### config.mk
export PLATFORM = sky130hd
export DESIGN_NAME = execute_alu
export DESIGN_NICKNAME = d
export VERILOG_FILES = /design/src/rtl/execute_alu.sv
export SDC_FILE = /design/constraint.sdc
export NUM_CORES = 1
export LEC_CHECK = 0
export ABC_AREA = 1
export BUFFER_PORTS_ARGS = -buffer_cell sky130_fd_sc_hd__buf_4
export CORE_AREA = 2 2 129 131
export DETAILED_ROUTE_END_ITERATION = 10
export DIE_AREA = 0 0 131 133
export HOLD_SLACK_MARGIN = 0.15
export PLACE_DENSITY_LB_ADDON = 0.15
export SLEW_MARGIN = 20
export SYNTH_ARGS = -nofsm -noshare
export SYNTH_HDL_FRONTEND = slang
export SYNTH_SLANG_ARGS = --single-unit
### constraint.sdc
create_clock -name clk -period 5.2 [get_ports clk]
set_input_delay 1.56 -clock clk [delete_from_list [all_inputs] [get_ports clk]]
set_output_delay 1.56 -clock clk [all_outputs]
set_load 0.02 [all_outputs]
### src/rtl/execute_alu.sv
// Registered ARM execute stage: condition check, ALU, address and
// branch-target arithmetic, NZCV flag register.
module execute_alu (
  input  logic        clk,
  input  logic        reset,
  input  logic        in_valid,
  input  logic        stall,
  input  logic        flush,
  input  logic [4:0]  opcode,
  input  logic [3:0]  cond,
  input  logic        set_flags,
  input  logic        up_down,
  input  logic [31:0] rnData,
  input  logic [31:0] shiftedData,
  input  logic [31:0] pcData,
  input  logic [3:0]  rdIn,
  output logic        out_valid,
  output logic [31:0] result,
  output logic [3:0]  rdOut,
  output logic        writeReg,
  output logic        memAccess,
  output logic        branchTaken,
  output logic [3:0]  flags
);

  localparam logic [3:0] OP_AND = 4'h0;
  localparam logic [3:0] OP_EOR = 4'h1;
  localparam logic [3:0] OP_SUB = 4'h2;
  localparam logic [3:0] OP_RSB = 4'h3;
  localparam logic [3:0] OP_ADD = 4'h4;
  localparam logic [3:0] OP_ADC = 4'h5;
  localparam logic [3:0] OP_SBC = 4'h6;
  localparam logic [3:0] OP_RSC = 4'h7;
  localparam logic [3:0] OP_TST = 4'h8;
  localparam logic [3:0] OP_TEQ = 4'h9;
  localparam logic [3:0] OP_CMP = 4'hA;
  localparam logic [3:0] OP_CMN = 4'hB;
  localparam logic [3:0] OP_ORR = 4'hC;
  localparam logic [3:0] OP_MOV = 4'hD;
  localparam logic [3:0] OP_BIC = 4'hE;
  localparam logic [3:0] OP_MVN = 4'hF;

  logic        valid_q, valid_d;
  logic [31:0] res_q, res_d;
  logic [3:0]  rd_q, rd_d;
  logic        wr_q, wr_d;
  logic        mem_q, mem_d;
  logic        br_q, br_d;
  logic [3:0]  flags_q, flags_d;

  logic        fn, fz, fc, fv;
  logic        pass;
  logic [3:0]  op;
  logic        is_arith;
  logic        is_test;
  logic [31:0] a_op, b_op;
  logic        cin;
  logic [32:0] sum;
  logic [31:0] alu;
  logic        ovf;

  assign fn = flags_q[3];
  assign fz = flags_q[2];
  assign fc = flags_q[1];
  assign fv = flags_q[0];
  assign op = opcode[3:0];

  always_comb begin
    unique case (cond)
      4'h0: pass = fz;
      4'h1: pass = !fz;
      4'h2: pass = fc;
      4'h3: pass = !fc;
      4'h4: pass = fn;
      4'h5: pass = !fn;
      4'h6: pass = fv;
      4'h7: pass = !fv;
      4'h8: pass = fc && !fz;
      4'h9: pass = !fc || fz;
      4'hA: pass = fn == fv;
      4'hB: pass = fn != fv;
      4'hC: pass = !fz && (fn == fv);
      4'hD: pass = fz || (fn != fv);
      4'hE: pass = 1'b1;
      4'hF: pass = 1'b0;
    endcase
  end

  // Subtractions are sums with the subtrahend inverted, so C = NOT borrow.
  always_comb begin
    a_op     = rnData;
    b_op     = shiftedData;
    cin      = 1'b0;
    is_arith = 1'b1;
    if (opcode[4]) begin
      if (opcode[0]) a_op = pcData;
      else if (!up_down) begin
        b_op = ~shiftedData;
        cin  = 1'b1;
      end
    end else begin
      unique case (op)
        OP_SUB, OP_CMP: begin
          b_op = ~shiftedData;
          cin  = 1'b1;
        end
        OP_RSB: begin
          a_op = shiftedData;
          b_op = ~rnData;
          cin  = 1'b1;
        end
        OP_ADD, OP_CMN: cin = 1'b0;
        OP_ADC: cin = fc;
        OP_SBC: begin
          b_op = ~shiftedData;
          cin  = fc;
        end
        OP_RSC: begin
          a_op = shiftedData;
          b_op = ~rnData;
          cin  = fc;
        end
        default: is_arith = 1'b0;
      endcase
    end
  end

  assign sum     = {1'b0, a_op} + {1'b0, b_op} + {32'd0, cin};
  assign ovf     = (a_op[31] == b_op[31]) && (sum[31] != a_op[31]);
  assign is_test = (op[3:2] == 2'b10);

  always_comb begin
    unique case (op)
      OP_AND, OP_TST: alu = rnData & shiftedData;
      OP_EOR, OP_TEQ: alu = rnData ^ shiftedData;
      OP_ORR:         alu = rnData | shiftedData;
      OP_MOV:         alu = shiftedData;
      OP_BIC:         alu = rnData & ~shiftedData;
      OP_MVN:         alu = ~shiftedData;
      default:        alu = sum[31:0];
    endcase
  end

  always_comb begin
    valid_d = valid_q;
    res_d   = res_q;
    rd_d    = rd_q;
    wr_d    = wr_q;
    mem_d   = mem_q;
    br_d    = br_q;
    flags_d = flags_q;
    if (flush) begin
      valid_d = 1'b0;
      wr_d    = 1'b0;
      mem_d   = 1'b0;
      br_d    = 1'b0;
    end else if (stall) begin
      valid_d = valid_q;
    end else if (!in_valid) begin
      valid_d = 1'b0;
    end else begin
      valid_d = 1'b1;
      rd_d    = rdIn;
      res_d   = 32'd0;
      wr_d    = 1'b0;
      mem_d   = 1'b0;
      br_d    = 1'b0;
      if (pass) begin
        if (opcode[4]) begin
          res_d = sum[31:0];
          mem_d = !opcode[0];
          br_d  = opcode[0];
        end else begin
          res_d = alu;
          wr_d  = !is_test;
          if (set_flags || is_test) begin
            flags_d[3] = alu[31];
            flags_d[2] = (alu == 32'd0);
            if (is_arith) begin
              flags_d[1] = sum[32];
              flags_d[0] = ovf;
            end
          end
        end
      end
    end
  end

  always_ff @(posedge clk) begin
    if (!reset) begin
      valid_q <= 1'b0;
      res_q   <= 32'd0;
      rd_q    <= 4'd0;
      wr_q    <= 1'b0;
      mem_q   <= 1'b0;
      br_q    <= 1'b0;
      flags_q <= 4'd0;
    end else begin
      valid_q <= valid_d;
      res_q   <= res_d;
      rd_q    <= rd_d;
      wr_q    <= wr_d;
      mem_q   <= mem_d;
      br_q    <= br_d;
      flags_q <= flags_d;
    end
  end

  assign out_valid   = valid_q;
  assign result      = res_q;
  assign rdOut       = rd_q;
  assign writeReg    = wr_q;
  assign memAccess   = mem_q;
  assign branchTaken = br_q;
  assign flags       = flags_q;

endmodule

==> summary.txt <==
Run status
  • Status: finished, final reports clean

Setup path
  • Worst R2R Path Depth: 21
  • CP delay by family, top: simple AND/OR/NAND/NOR gates
  • Critical path type: in -> reg
  • Levels on crit path: 22
  • Crit path buf inv count: 5
  • Max FO, Critical Path: 21
  • CP max-delay cell: ha_1
  • Critical path required time: 5.42 ns
  • CP Launch Type: primary input
  • Worst-path cell chain: buf_4 > inv_1 > nand2_1 > nor2_1 > nor2_1 > buf_4 > o22ai_2 > buf_12 > o21bai_1 > ha_1 > nand2_1 > nor2_1 > inv_1 > nor3_1 > nand3_1 > nand3_1 > nand3_1 > nand2_1 > nand2_1 > nor2_1 > nand2_1 > a21oi_1
  • CP max stage delay: 0.39 ns
  • CP Capture Type: flop
  • Crit-path most repeated cell: nand2_1
  • WP data arrival: 5.00 ns

Global route
  • Pin count of the biggest net entering global routing: 38
  • GRT Overall Usage: 0.4177
  • First-pass GRT wire length: ~57000 um
  • Initial antenna violation count: 0
  • Vias in the first global route: 10691
  • Remaining global-route overflow: 0

Drt
  • Via count: ~12000
  • Detailed Routing Iterations Pass 1: 7
  • Vias/cell: 5.912
  • Remaining DRCs: 0
  • Wire per inst: 18.50 um
  • Post-DRT Antenna Nets: 0
  • Post-Route WL: 36790 um
  • DRT iter0 DRCs: around 1500

Logic synthesis
  • Net count after synthesis: 1816
  • Post-synth EDFFs: 0
  • Yosys synthesis warning count: 0
  • Ys async rst share: 0
  • Register bit total from synthesis: 44
  • Avg Cell Area, Syn: approximately 5.3 sq um
  • Synth Cell Area: around 0.0087 sq mm
  • Synth Flop Type: dfxtp_1
  • Yosys cell types: 42
  • Sequential area share after synthesis: 0.1009
  • Cells after Synth: 1635

Place
  • Placement-stage cell area: 0.01021 sq mm
  • Placed Cells: 1981
  • Gpl congestion: slightly above 1
  • Post-place setup slack: about 0.21 ns
  • Port bufs: 159
  • Hpwl dp: 28170 um

STA
  • Final Max Tran Viols: 0
  • Worst Skew: a little under 0.008 ns
  • Final Hold Viols: 0
  • # setup viols final: 0
  • Final worst slack: 0.4189 ns
  • Worst slew margin: 0.2548
  • Worst hold margin: around 0.46 ns
  • Min Tclk post-route: 4.781 ns
  • Peak Freq: 0.2092 GHz
  • Worst slew pin tran: about 1.1 ns
  • Final TNS setup: 0 ns
  • RSZ-0062 raised after global routing: no
  • Final worst-path cycle share: 0.9194

Finish
  • Core Util, Final: 0.6420
  • Final std cells w/o fill: 1989
  • Most common cell after layout, fill and taps aside: nand2_1
  • Commonest non-fill, non-tap cells in the layout: nand2_1, inv_1, buf_4
  • Fin area: 0.01038 sq mm
  • Layout area overhead: 18.99%
  • Share of layout cells above drive strength 1: 0.1317
  • # nets final: 1949
  • Filler instances: ~1700
  • Antenna fix cells: 0

Flow run
  • Max-cap violations: 0

Floorplanning
  • Die area: 0.01742 sq mm
  • Die height: about 130 um
  • CORE AREA: 0.01617 sq mm
  • Die X: between 100 and 150 um
  • # rows: 47
  • # IOs: 160
  • Starting density of the core: 0.5396

Clock tree
  • Setup Buffers After CTS: 0
  • Sink Count: 44
  • Clock H-tree levels: 2
  • Max clock buf depth: 2
  • Post-CTS resize count: 0
  • CTS tree: built
  • CTS clk-pin slew, worst paths: 0.07 ns
  • Worst skew pair latency: 0.30 ns
  • CTS buffer count: 5
  • Cts hold-fix bufs: 0
  • Clock Root Buffer: clkbuf_16

Hold path
  • Hold Crit Class: reg -> reg
  • Hold Crit Depth: 2

Pwr
  • Worst vdd ir: approximately 0.00014 V
  • P_leak: about 5.5 nW
  • Tot Pwr: 2.039 mW
  • Pwr Density: 196.4 mW/mm^2
-- cell usage after synthesis (all sizes together) (2+ instances only) --
library cell  count  share of area
a211oi            9         0.0077
a21oi            90          0.052
a22oi             2         0.0017
a31oi             5         0.0036
a32oi             2         0.0020
and2              4         0.0029
buf              36          0.023
clkbuf           37          0.016
clkinv            3         0.0013
dfxtp            44           0.10
fa                2         0.0046
ha               63          0.090
inv             267           0.11
nand2           538           0.23
nand3           141          0.081
nand3b            4         0.0034
nand4            30          0.022
nor2            122          0.055
nor3             13         0.0075
nor3b             3         0.0026
o2111ai           5         0.0050
o211ai           41          0.035
o21ai            58          0.034
o21bai           24          0.021
o221ai           33          0.033
o22ai            37          0.027
or2               4         0.0029
xnor2             2         0.0020
xor2             13          0.013
-- cell families after synthesis --
logic type      after synthesis  share of synthesized area
buf+inv                     343                     0.1551
fa+ha+maj                    65                    0.09492
simple gates                859                     0.4101
xor+xnor                     15                    0.01506
flops                        44                     0.1009
compound gates              309                     0.2238
-- sequential cells by signal, indices dropped and copies added (netlist names) --
signal,cells
result,32
flags,4
rdOut,4
branchTaken,1
memAccess,1
out_valid,1
writeReg,1
-- worst reg2reg max path: stages, from the launching register on --
cell and delay, ns:
dfxtp_1 0.34, inv_1 0.14, o41ai_1 0.11, o21ai_0 0.18
inv_1 0.09, fa_1 0.54, fa_1 0.53, nand2_1 0.09
nand2_1 0.07, nand3_1 0.11, nand2_1 0.10, nand2_1 0.09
nand2_1 0.06, nand2_1 0.07, nand3_1 0.07, nand2_1 0.09
nand3_1 0.08, nor2_1 0.18, nand3_1 0.14, nor2_1 0.11
nand2_1 0.06, a21oi_1 0.11
-- metal layers --
metal,vias up,global-route usage,routed length [um],part of all wire
li1,5632,-,-,-
met1,5251,0.5609,15030,0.41
met2,728,0.6200,15340,0.42
met3,148,0.1035,4446,0.12
met4,0,0.2015,1978,0.054
met5,-,0,0,0
-- final cells by class --
cell class / count / area (sq um) / area share
Sequential cell: 44 / 880.8 / 0.08484
Inverter: 270 / 1013 / 0.09761
Clock buffer: 5 / 125.1 / 0.01205
Timing Repair Buffer: 199 / 1531 / 0.1475
Clock inverter: 3 / 46.29 / 0.004459
Tap cell: 220 / 275.3 / 0.02651
Multi-Input combinational cell: 1248 / 6510 / 0.6270
-- final timing paths --
check	end	from	slack (ns)
hold / removal	out_valid	out_valid	0.46
setup / recovery	flags[2]	opcode[0]	0.42
setup reg to reg	flags[2]	flags[1]	1.77
hold reg to reg	out_valid	out_valid	0.46
-- report_power, final --
part | internal (mW) | switching (mW) | total [mW]
sequential | 0.347 | 0.00617 | 0.353
clock | 0.229 | 0.165 | 0.394
combinational | 0.449 | 0.842 | 1.29
total | 1.03 | 1.01 | 2.04
No activity file was read; power rests on OpenSTA's default activity.
